### src/rtl/write_buffer_pkg.sv
// Shared definitions for the write buffer: drain FSM encoding, entry layout
// and the line-address compare used by the read-overtake check.
package write_buffer_pkg;

  localparam int LINE_OFS = 4;
  localparam int ENTRY_W  = 165;

  // One-hot, matching the encoding style of the other cache FSMs
  typedef enum logic [2:0] {
    WB_IDLE = 3'b001,
    WB_REQ  = 3'b010,
    WB_WAIT = 3'b100
  } wb_state_e;

  typedef struct packed {
    logic         wr_type;
    logic [31:0]  addr;
    logic [3:0]   wstrb;
    logic [127:0] data;
  } wb_entry_t;

  function automatic logic line_match(input logic [31:LINE_OFS] entry_line,
                                      input logic [31:0]        rd_addr);
    return entry_line == rd_addr[31:LINE_OFS];
  endfunction

endpackage

### src/rtl/wb_fifo_mem.sv
// Write-buffer entry storage with per-entry valid bits; exposes the line tag
// and type of every entry so the parent can compare all of them in parallel.
module wb_fifo_mem
  import write_buffer_pkg::*;
#(
  parameter int DEPTH = 2,
  parameter int PTR_W = 1
) (
  input  logic                            clk,
  input  logic                            resetn,
  input  logic                            i_push,
  input  logic [PTR_W-1:0]                i_wr_ptr,
  input  wb_entry_t                       i_wr_entry,
  input  logic                            i_pop,
  input  logic [PTR_W-1:0]                i_rd_ptr,
  output wb_entry_t                       o_rd_entry,
  output logic [DEPTH-1:0]                o_valid,
  output logic [DEPTH-1:0]                o_type,
  output logic [DEPTH-1:0][31:LINE_OFS]   o_line
);

  wb_entry_t        r_mem [DEPTH];
  logic [DEPTH-1:0] r_valid;

  // Payload is deliberately not reset; only the valid bits carry state
  always_ff @(posedge clk) begin
    if (i_push) begin
      r_mem[i_wr_ptr] <= i_wr_entry;
    end
  end

  always_ff @(posedge clk or negedge resetn) begin
    if (!resetn) begin
      r_valid <= '0;
    end else begin
      for (int i = 0; i < DEPTH; i++) begin
        if (i_push && (i_wr_ptr == PTR_W'(i))) begin
          r_valid[i] <= 1'b1;
        end else if (i_pop && (i_rd_ptr == PTR_W'(i))) begin
          r_valid[i] <= 1'b0;
        end
      end
    end
  end

  always_comb begin
    o_type = '0;
    o_line = '0;
    for (int i = 0; i < DEPTH; i++) begin
      o_type[i] = r_mem[i].wr_type;
      o_line[i] = r_mem[i].addr[31:LINE_OFS];
    end
  end

  assign o_valid    = r_valid;
  assign o_rd_entry = r_mem[i_rd_ptr];

endmodule

### src/rtl/write_buffer.sv
// In-order write buffer between the Dcache write port and the AXI bridge:
// queues writes, drains one at a time, and stalls reads that would overtake.
module write_buffer
  import write_buffer_pkg::*;
#(
  parameter int DEPTH = 2,
  parameter int PTR_W = 1
) (
  input  logic         clk,
  input  logic         resetn,
  input  logic         cache_wr_req,
  input  logic         cache_wr_type,
  input  logic [31:0]  cache_wr_addr,
  input  logic [3:0]   cache_wr_wstrb,
  input  logic [127:0] cache_wr_data,
  output logic         cache_wr_rdy,
  output logic         axi_wr_req,
  output logic         axi_wr_type,
  output logic [31:0]  axi_wr_addr,
  output logic [3:0]   axi_wr_wstrb,
  output logic [127:0] axi_wr_data,
  input  logic         axi_wr_rdy,
  input  logic         axi_wr_done,
  input  logic         rd_chk_req,
  input  logic         rd_chk_type,
  input  logic [31:0]  rd_chk_addr,
  output logic         rd_conflict,
  output logic         wb_empty
);

  localparam logic [PTR_W:0] FULL_CNT = (PTR_W+1)'(DEPTH);
  localparam logic [PTR_W:0] ONE_CNT  = (PTR_W+1)'(1);

  wb_state_e        r_state;
  wb_state_e        w_state_nxt;
  logic [PTR_W:0]   r_count;
  logic [PTR_W-1:0] r_wr_ptr;
  logic [PTR_W-1:0] r_rd_ptr;

  logic             w_push;
  logic             w_pop;
  wb_entry_t        w_wr_entry;
  wb_entry_t        w_rd_entry;
  logic [DEPTH-1:0] w_valid;
  logic [DEPTH-1:0] w_type;
  logic [DEPTH-1:0][31:LINE_OFS] w_line;
  logic             w_line_hit;
  logic             w_word_hit;

  // Ready depends on registered count only, so a same-cycle pop never frees a slot
  assign cache_wr_rdy = (r_count != FULL_CNT);
  assign w_push       = cache_wr_req && cache_wr_rdy;
  assign w_pop        = (r_state == WB_WAIT) && axi_wr_done;
  assign wb_empty     = (r_count == '0);

  assign w_wr_entry = '{wr_type: cache_wr_type,
                        addr:    cache_wr_addr,
                        wstrb:   cache_wr_wstrb,
                        data:    cache_wr_data};

  wb_fifo_mem #(
    .DEPTH (DEPTH),
    .PTR_W (PTR_W)
  ) u_mem (
    .clk        (clk),
    .resetn     (resetn),
    .i_push     (w_push),
    .i_wr_ptr   (r_wr_ptr),
    .i_wr_entry (w_wr_entry),
    .i_pop      (w_pop),
    .i_rd_ptr   (r_rd_ptr),
    .o_rd_entry (w_rd_entry),
    .o_valid    (w_valid),
    .o_type     (w_type),
    .o_line     (w_line)
  );

  always_ff @(posedge clk or negedge resetn) begin
    if (!resetn) begin
      r_count  <= '0;
      r_wr_ptr <= '0;
      r_rd_ptr <= '0;
    end else begin
      if (w_push) begin
        r_wr_ptr <= r_wr_ptr + 1'b1;
      end
      if (w_pop) begin
        r_rd_ptr <= r_rd_ptr + 1'b1;
      end
      case ({w_push, w_pop})
        2'b10:   r_count <= r_count + ONE_CNT;
        2'b01:   r_count <= r_count - ONE_CNT;
        default: r_count <= r_count;
      endcase
    end
  end

  always_ff @(posedge clk or negedge resetn) begin
    if (!resetn) begin
      r_state <= WB_IDLE;
    end else begin
      r_state <= w_state_nxt;
    end
  end

  // Head entry stays counted until its B response so conflicts cover in-flight data
  always_comb begin
    w_state_nxt = r_state;
    case (r_state)
      WB_IDLE: begin
        if (r_count != '0) begin
          w_state_nxt = WB_REQ;
        end
      end
      WB_REQ: begin
        if (axi_wr_rdy) begin
          w_state_nxt = WB_WAIT;
        end
      end
      WB_WAIT: begin
        if (axi_wr_done) begin
          w_state_nxt = (r_count > ONE_CNT) ? WB_REQ : WB_IDLE;
        end
      end
      default: w_state_nxt = WB_IDLE;
    endcase
  end

  assign axi_wr_req   = (r_state == WB_REQ);
  assign axi_wr_type  = w_rd_entry.wr_type;
  assign axi_wr_addr  = w_rd_entry.addr;
  assign axi_wr_wstrb = w_rd_entry.wstrb;
  assign axi_wr_data  = w_rd_entry.data;

  always_comb begin
    w_line_hit = 1'b0;
    w_word_hit = 1'b0;
    for (int i = 0; i < DEPTH; i++) begin
      if (w_valid[i] && line_match(w_line[i], rd_chk_addr)) begin
        if (w_type[i]) begin
          w_line_hit = 1'b1;
        end else begin
          w_word_hit = 1'b1;
        end
      end
    end
  end

  // Uncached reads are strongly ordered behind every pending write (MMIO)
  assign rd_conflict = rd_chk_req &&
                       (rd_chk_type ? (w_line_hit || w_word_hit) : (r_count != '0));

  a_done_only_in_wait : assert property (
    @(posedge clk) disable iff (!resetn) axi_wr_done |-> (r_state == WB_WAIT)
  );

endmodule

### config.mk
export PLATFORM = sky130hd
export DESIGN_NAME = write_buffer
export DESIGN_NICKNAME = d
export VERILOG_FILES = /design/src/rtl/write_buffer_pkg.sv /design/src/rtl/wb_fifo_mem.sv /design/src/rtl/write_buffer.sv
export SDC_FILE = /design/constraint.sdc
export NUM_CORES = 1
export LEC_CHECK = 0
export ABC_AREA = 0
export BUFFER_PORTS_ARGS = -buffer_cell sky130_fd_sc_hd__buf_2
export CORE_MARGIN = 1
export CORE_UTILIZATION = 52
export CTS_CLUSTER_SIZE = 24
export DETAILED_ROUTE_END_ITERATION = 16
export PLACE_DENSITY = 0.8
export SYNTH_ARGS = -nofsm -noshare
export SYNTH_HDL_FRONTEND = slang
export SYNTH_SLANG_ARGS = --single-unit
### constraint.sdc
create_clock -name clk -period 11.5 [get_ports clk]
set_input_delay 2.3 -clock clk [delete_from_list [all_inputs] [get_ports clk]]
set_output_delay 2.3 -clock clk [all_outputs]
set_load 0.05 [all_outputs]
# After elaboration in Yosys (flattened, before gate mapping)
# Memory sizes are Yosys's and may differ from the RTL's.
# Cells that the tools add are included.
[classes]
addsub = 4
multipliers = 0
div = 0
n_lt_le_gt_ge = 1
n_eq_ne = 11
shift = 0
muxes = 21
bitwise = 2
reduce_logical = 16
[ops]
columns = ["cell", "n"]
rows = [
  ["equality test 28 bit", 2],
  ["two-way mux 1 bit", 15],
  ["logical AND 1 bit", 9],
  ["two-way mux 3 bit", 3],
  ["one-hot mux 3 bit (3 select lines)", 1],
  ["nonzero test 2 bit", 4],
  ["inequality test 2 bit, second input constant", 3],
  ["one-hot mux 2 bit (2 select lines)", 1],
  ["equality test 3 x 1 -> 1 bit, second input constant", 1],
  ["equality test 3 x 2 -> 1 bit, second input constant", 1],
  ["equality test 3 bit, second input constant", 1],
  ["AND reduction 3 bit", 1],
  ["adder 1 bit, second input constant", 2],
  ["adder 2 x 1 -> 2 bit, second input constant", 1],
  ["equality test 2 x 1 -> 1 bit, second input constant", 1],
  ["equality test 2 bit, second input constant", 1],
  ["greater-than comparator 2 x 1 -> 1 bit, second input constant", 1],
  ["zero test 2 bit", 1],
  ["two-way mux 2 bit", 1],
  ["inequality test 2 x 1 -> 1 bit, second input constant", 1],
  ["NOT 1 bit", 2],
  ["subtractor 2 x 1 -> 2 bit, second input constant", 1],
  ["logical OR 1 bit", 1],
]
[word_totals]
reg_bits = 9
latch_bits = 0
ramBits = 330
mem_bits_ro = 0
in_bits = 204
output_inout_bits = 169
mem_count = 1
[mem_list]
columns = ["name", "depth", "word_bits", "read_ports", "rd_ports_with_merged_regs", "wr", "line_no", "text"]
rows = [
  ["u_mem.r_mem", 2, 165, 3, 0, 1, "wb_fifo_mem.sv:22", "wb_entry_t r_mem [DEPTH];"],
]

# Depth between registers and ports, before layout
# Gate-level depths: netlist of the first run.
[logic_depth]
ltp_word = 8
mapped_depth = 7

# Cells and area by module
# A second synthesis of the first run with hierarchy kept.
[unflattened]
cells_unflattened = 697
area_unflattened_um2 = 13868.3
[modules_own_cells]
columns = ["mod", "instances", "cells_each", "area_each_um2", "seq_area_each_um2"]
rows = [
  ["wb_fifo_mem", 1, 580, 12864.8, 9959.6],
  ["write_buffer", 1, 117, 1003.5, 176.4],
]

# Worst setup path after synthesis of the first run
# OpenSTA, ideal clock, no wires.
[synth_timing]
path_kind = "input to register"
start = "input port cache_wr_req"
end = "memory u_mem.r_mem[0][0] (netlist bit), enable pin"
setup_ns = 0.693
arrival_ns = 9.270
required_ns = 10.807
setup_slack_ns = 1.537
stages = 2
path_buffers = 0
path_cell_list = "nand2_1 nor2_1"
[synth_between]
elab_chain_cells = 3
[synth_rtl]
columns = ["item", "line_no", "text"]
rows = [
  ["start: declaration", "write_buffer.sv:11", "input logic cache_wr_req,"],
  ["logical AND 1 bit", "write_buffer.sv:52", "assign w_push = cache_wr_req && cache_wr_rdy;"],
  ["two-way mux 1 bit", "wb_fifo_mem.sv:27", "if (i_push) begin"],
  ["two-way mux 1 bit (implied by the code)", "wb_fifo_mem.sv:28", "r_mem[i_wr_ptr] <= i_wr_entry;"],
  ["end: declaration", "wb_fifo_mem.sv:22", ""],
]
# No other way between the ends.

# Final worst setup path of the first run
[layout_timing]
start = "input port rd_chk_addr[15]"
end = "output port rd_conflict"
[layout_between]
elab_chain_cells = 8
elab_cells_between_ends = 13
[layout_rtl]
columns = ["item", "line_no", "text"]
rows = [
  ["start: declaration", "write_buffer.sv:26", "input logic [31:0] rd_chk_addr,"],
  ["equality test 28 bit", "write_buffer_pkg.sv:24", "return entry_line == rd_addr[31:LINE_OFS];"],
  ["logical AND 1 bit", "write_buffer.sv:139", "if (w_valid[i] && line_match(w_line[i], rd_chk_addr)) begin"],
  ["two-way mux 1 bit", "write_buffer.sv:139", ""],
  ["two-way mux 1 bit", "write_buffer.sv:140", "if (w_type[i]) begin"],
  ["two-way mux 1 bit", "write_buffer.sv:139", ""],
  ["logical OR 1 bit (*)", "write_buffer.sv:151", "(rd_chk_type ? (w_line_hit || w_word_hit) : (r_count != '0));"],
  ["two-way mux 1 bit (*)", "write_buffer.sv:151", ""],
  ["logical AND 1 bit (*)", "write_buffer.sv:150", "assign rd_conflict = rd_chk_req &&"],
  ["end: declaration", "write_buffer.sv:27", "output logic rd_conflict,"],
]
# Mark *: on every way between the ends. The rest lies on a longest branch, timed or not.

==> flow_summary.json, run 1 <==
{
  "dr.pass1.iters": 7,
  "routedWlPerCell_um": 19.8,
  "ys_async_sr_fraction_pct": 2.65,
  "power_frac_comb_pct": 40.4,
  "worstPathCellList": "buf_2, xor2_1, nor4_1, nand4_1, o41a_1, a21oi_2, buf_2",
  "ys.warnings.count": 0,
  "cp_slowest_stage_delay_ps": 360,
  "tritoncts": "yes",
  "crit_required_ps": 9200,
  "hp-class": "register to register",
  "r2r_slack_ps": 8610,
  "dieArea_mm2": 0.0256,
  "ys.flop_type": "edfxtp_1",
  "htreeDepth": 2,
  "drt_iter0_markers": 460,
  "dp_hpwl_um": 18700,
  "r2r-start": "r_count[0]",
  "critPathMaxFanout": 2,
  "vias": 7182,
  "timing.final.crit_period_ps": 6150,
  "r2r_end": "u_mem.r_mem[0][89]",
  "io_pins": 373,
  "core_area_mm2": 0.0244,
  "syn_inst": 643,
  "final-max-slew-violation-count": 0,
  "grt_pass1_vias": 7702,
  "area_growth_pct": 25.3,
  "p_per_area_mw_per_mm2": 293,
  "fmax_ghz": 0.163,
  "ir_drop_v": 0.000247,
  "cts.sinks": 339,
  "p_int_w": 0.00281,
  "netSwitchingPower_w": 0.00195,
  "overflow": 0,
  "worstRegToRegCells": 6,
  "relSlewSlack_pct": 32.1,
  "initial_utilization_pct": 53.1,
  "start_kind": "primary input",
  "clk_latency_ps": 500,
  "worstHoldPathCells": 2,
  "met3_usage_pct": 7.30,
  "hold_viol": 0,
  "ys_ff_latch": 339,
  "crit_buf_inv": 2,
  "fin_cells": 1386,
  "postCtsSetupBuffers": 0,
  "critical_path.top_delay_family": "simple AND/OR/NAND/NOR gates",
  "die-height_um": 160,
  "busiest_layer": "met2",
  "skew_ps": 11.8,
  "grt_pass1_wl_um": 40700,
  "post_cts_resized": 0,
  "design_area_mm2": 0.0162,
  "synth_edf_count": 330,
  "grtUsageTotal_pct": 21.1,
  "antenna_found_initial": 5,
  "die_w_um": 160,
  "final.setup.worst_slack_ps": 5350,
  "setup.worst_path.end_class": "output pin",
  "drive_gt1_share_pct": 55.5,
  "cts_buffer_depth": 3,
  "ys_seq_area_share_pct": 78.2,
  "maxCapViolations": 0,
  "numCtsBuffers": 35,
  "place_ws_ps": 5390,
  "whs_endpoint": "r_count[1]",
  "syn_area_per_cell_um2": 20.2,
  "period_share_pct": 53.4,
  "crit_top_cell": "buf_2",
  "synth_cell_type_count": 28,
  "hp-start": "r_count[1]",
  "drtAntennaViolNets": 0,
  "nets": 1243,
  "wl_um": 27400,
  "row_count": 57,
  "clk_pin_slew_ps": 60,
  "fin_util_pct": 66.6,
  "drc": 0,
  "setup_violations": 0,
  "portBuffers": 368,
  "grt_use_met2_pct": 38.5,
  "grt_setup_unrepaired": "false",
  "fin_setup_tns_ps": 0,
  "dpl_cell_area_mm2": 0.0152,
  "netlist_area_mm2": 0.0130,
  "path_class": "primary input to output pin",
  "via_per_inst": 5.18,
  "leakage_nw": 6.08,
  "worst_pin_slew_ps": 1020,
  "gp_congestion": 0.838,
  "crit_slowest_cell": "o41a_1",
  "status": "finished clean",
  "grt_max_degree": 78,
  "power_frac_seq_pct": 37.8,
  "hold_buffers": 0,
  "p_clk_share_pct": 21.8,
  "use_met1_pct": 22.7,
  "crit_arrival_ps": 3850,
  "swShare_pct": 41.0,
  "root_buffer": "clkbuf_16",
  "synthesis.nets": 851,
  "dp_cells": 1322
}
[layout make-up]
cell class / count / area, µm²
sequential: 339 / 10100
clock buffer: 46 / 948
clock inverter: 16 / 114
multi-input combinational: 275 / 2710
fill: 1663 / 8150
inverter: 10 / 37.5
antenna: 2 / 5.00
timing repair buffer: 374 / 1890
tap: 324 / 405
[power by group through the flow]
stage	sequential (W)	clock (W)	combinational (W)
3_3_place_gp	0.00180	0	0.00193
5_1_grt	0.00182	0.00111	0.00201
2_1_floorplan	0.00183	0	0.00153
3_5_place_dp	0.00182	0	0.00193
4_1_cts	0.00180	0.00106	0.00194
6_report	0.00180	0.00104	0.00192
[cell usage in the layout, fill, tap and decap left out, types with 9 or more instances in the layout]
cell type and count:
clkbuf_16 36, edfxtp_1 330, clkinv_1 9, buf_2 368, xnor2_1 35, mux2_2 165, nand4_1 9, clkbuf_1 9
xor2_1 21, inv_1 10
[per-stage QoR]
step	power, W	hold WS (ps)
after floorplan	0.00336	443
after global placement	0.00373	496
after detailed placement	0.00376	509
after CTS	0.00481	522
after global routing	0.00494	544
final	0.00476	513
[cell usage after synthesis, types with 4 or more instances]
cell type,number,area [µm²]
xnor2_1,35,307
nand4_1,9,56.3
inv_1,10,37.5
nor4_1,6,37.5
a21oi_1,4,20.0
edfxtp_1,330,9910
ha_1,4,50.1
mux2_2,165,1860
dfrtp_1,8,200
o21ai_0,7,35.0
buf_2,17,85.1
nand2_1,4,15.0
xor2_1,21,184
[layer usage]
metal / routed length (µm) / part of all wire, %
met1: 9640 / 35
met2: 14400 / 53
met3: 2500 / 9.1
met4: 775 / 2.8
met5: 30 / 0.11
[tightest hold or removal path: stages (launching register included)]
cell,delay [ps]
dfrtp_1,360
nand2_1,50
o21ai_0,60
[worst max path at each step]
| stage | from | slack, ps | to | cells after the start |
|---|---|---|---|---|
| after global routing | rd_chk_addr[7] | 5250 | rd_conflict | 7 |
| after detailed placement | rd_chk_addr[7] | 5390 | rd_conflict | 7 |
| after floorplan | cache_wr_req | 1540 | u_mem.r_mem[0][0] | 2 |
| after CTS | rd_chk_addr[7] | 5380 | rd_conflict | 7 |
| after global placement | rd_chk_addr[7] | 5390 | rd_conflict | 7 |
| final | rd_chk_addr[15] | 5350 | rd_conflict | 7 |
[sequential cells by signal, summed over array words and instances, names as in the netlist]
| register | flops |
|---|---|
| r_state | 3 |
| r_rd_ptr | 1 |
| u_mem.o_valid | 2 |
| u_mem.r_mem | 330 |
| r_count | 2 |
| r_wr_ptr | 1 |
[cell families after synthesis]
group | count (synthesis) | synth area share, %
muxes | 165 | 14.3
DFF | 339 | 78.2
and+or+nand+nor | 32 | 1.39
AOI/OAI and AO/OA | 18 | 0.898
buffers and inverters | 29 | 1.00
adders and majority gates | 4 | 0.386
xor gates and xnor gates | 56 | 3.78
Note: power is estimated with default switching activity, not from simulation.
==> run 2: changes to the inputs <==
Clock period 11.5 ns to 6.4 ns, I/O delays scaled along.
==> flow_summary.json, run 2 (same netlist as run 1, synthesis figures left out) <==
{
  "status": "finished clean",
  "design_area_mm2": 0.0163,
  "grt_setup_unrepaired": "false",
  "period_share_pct": 65.3,
  "p_clk_share_pct": 21.9,
  "core_area_mm2": 0.0244,
  "final_cell_mix": "368 x buf_2, 330 x edfxtp_1, 165 x mux2_2",
  "fin_util_pct": 66.7,
  "nets": 1243,
  "worstHoldPathCells": 1,
  "cp_slowest_stage_delay_ps": 390,
  "area_growth_pct": 25.6,
  "swShare_pct": 40.7,
  "clk_pin_slew_ps": 60,
  "drt_iter0_markers": 442,
  "grt_pass1_wl_um": 40300,
  "final_common_cell": "buf_2",
  "post_cts_resized": 0,
  "worst_pin_slew_ps": 991,
  "critPathMaxFanout": 2,
  "drtAntennaViolNets": 0,
  "routedWlPerCell_um": 19.4,
  "cts.sinks": 339,
  "hold_viol": 0,
  "grt_max_degree": 84,
  "vias": 7093,
  "crit_arrival_ps": 2900,
  "drc": 0,
  "setup.worst_path.end_class": "output pin",
  "start_kind": "primary input",
  "cts_buffer_depth": 3,
  "p_int_w": 0.00508,
  "fin_setup_tns_ps": 0,
  "grtUsageTotal_pct": 20.7,
  "relSlewSlack_pct": 33.9,
  "largest_reg_flops": 330,
  "fmax_ghz": 0.239,
  "p_per_area_mw_per_mm2": 526,
  "crit_buf_inv": 2,
  "tritoncts": "yes",
  "netSwitchingPower_w": 0.00349,
  "overflow": 0,
  "wl_um": 26900,
  "worstPathCellList": "buf_2, xor2_1, nor4_1, nand4_1, o41a_1, a21oi_2, buf_2",
  "final-max-slew-violation-count": 0,
  "root_buffer": "clkbuf_16",
  "worstRegToRegCells": 6,
  "max_flop_register": "u_mem.r_mem",
  "drive_gt1_share_pct": 55.6,
  "setup_violations": 0,
  "portBuffers": 368,
  "initial_utilization_pct": 53.1,
  "numCtsBuffers": 35,
  "path_class": "primary input to output pin",
  "crit_top_cell": "buf_2",
  "hp-class": "register to register",
  "die-height_um": 160,
  "skew_ps": 9.28,
  "crit_slowest_cell": "nor4_1",
  "die_w_um": 160,
  "row_count": 57,
  "dpl_cell_area_mm2": 0.0152,
  "via_per_inst": 5.12,
  "clk_latency_ps": 500,
  "power_frac_seq_pct": 38.0,
  "dp_hpwl_um": 18200,
  "hold_buffers": 0,
  "maxCapViolations": 0,
  "ir_drop_v": 0.000394,
  "htreeDepth": 2,
  "gp_congestion": 0.821,
  "critical_path.top_delay_family": "simple AND/OR/NAND/NOR gates",
  "grt_pass1_vias": 7508,
  "dieArea_mm2": 0.0256,
  "cp.depth": 7,
  "timing.final.crit_period_ps": 4180,
  "antenna_found_initial": 4,
  "dr.pass1.iters": 4,
  "power_frac_comb_pct": 40.0,
  "crit_required_ps": 5120,
  "io_pins": 373,
  "reg_top3": "u_mem.r_mem (330), r_state (3)",
  "postCtsSetupBuffers": 0,
  "leakage_nw": 6.10
}
run 2: cell count changes in the layout (fill, tap and decap cells not counted), moves of 2 or more:
cell / previous run / this run
buf_4: 6 / 4
buf_12: 0 / 2
clkinv_1: 9 / 7
clkinvlp_4: 2 / 0
diode_2: 2 / 4
run 2: metal layers:
metal	global-route usage [%]	part of all wire [%]	wire, µm
met1	23.3	37	9980
met2	36.9	51	13800
met3	6.83	9.0	2430
met4	6.71	2.4	634
met5	0	0.11	30
run 2: final timing paths:
check                            startpoint                  to  slack [ps]
setup / recovery             rd_chk_addr[7]         rd_conflict        2220
hold / removal             u_mem.o_valid[1]    u_mem.o_valid[1]         510
setup reg to reg                 r_count[0]  u_mem.r_mem[0][81]        3540
hold reg to reg            u_mem.o_valid[1]    u_mem.o_valid[1]         510
max in group asynchronous            resetn          r_state[0]        5520
min in group asynchronous            resetn          r_state[1]         630
run 2: area by class of cell:
class / instances / area, µm²
multi-input combinational: 275 / 2710
clock inverter: 13 / 88.8
inverter: 10 / 37.5
fill: 1644 / 8120
sequential: 339 / 10100
clock buffer: 47 / 973
timing repair buffer: 374 / 1910
antenna: 4 / 10.0
tap: 324 / 405
run 2: power by group through the flow:
stage	Combinational [W]	Clock, W	Sequential, W
detailed placement	0.00344	0	0.00331
global route	0.00357	0.00199	0.00331
global placement	0.00343	0	0.00327
CTS	0.00346	0.00192	0.00326
finish	0.00343	0.00188	0.00326
floorplan	0.00275	0	0.00326
run 2: through the flow:
step	hold WS (ps)	total power (W)	setup slack, ps	std cells
floorplan	443	0.00601	249	643
global placement	493	0.00670	2300	1322
detailed placement	502	0.00675	2240	1322
CTS	518	0.00864	2190	1382
global route	533	0.00887	2140	1383
finish	510	0.00857	2220	1386
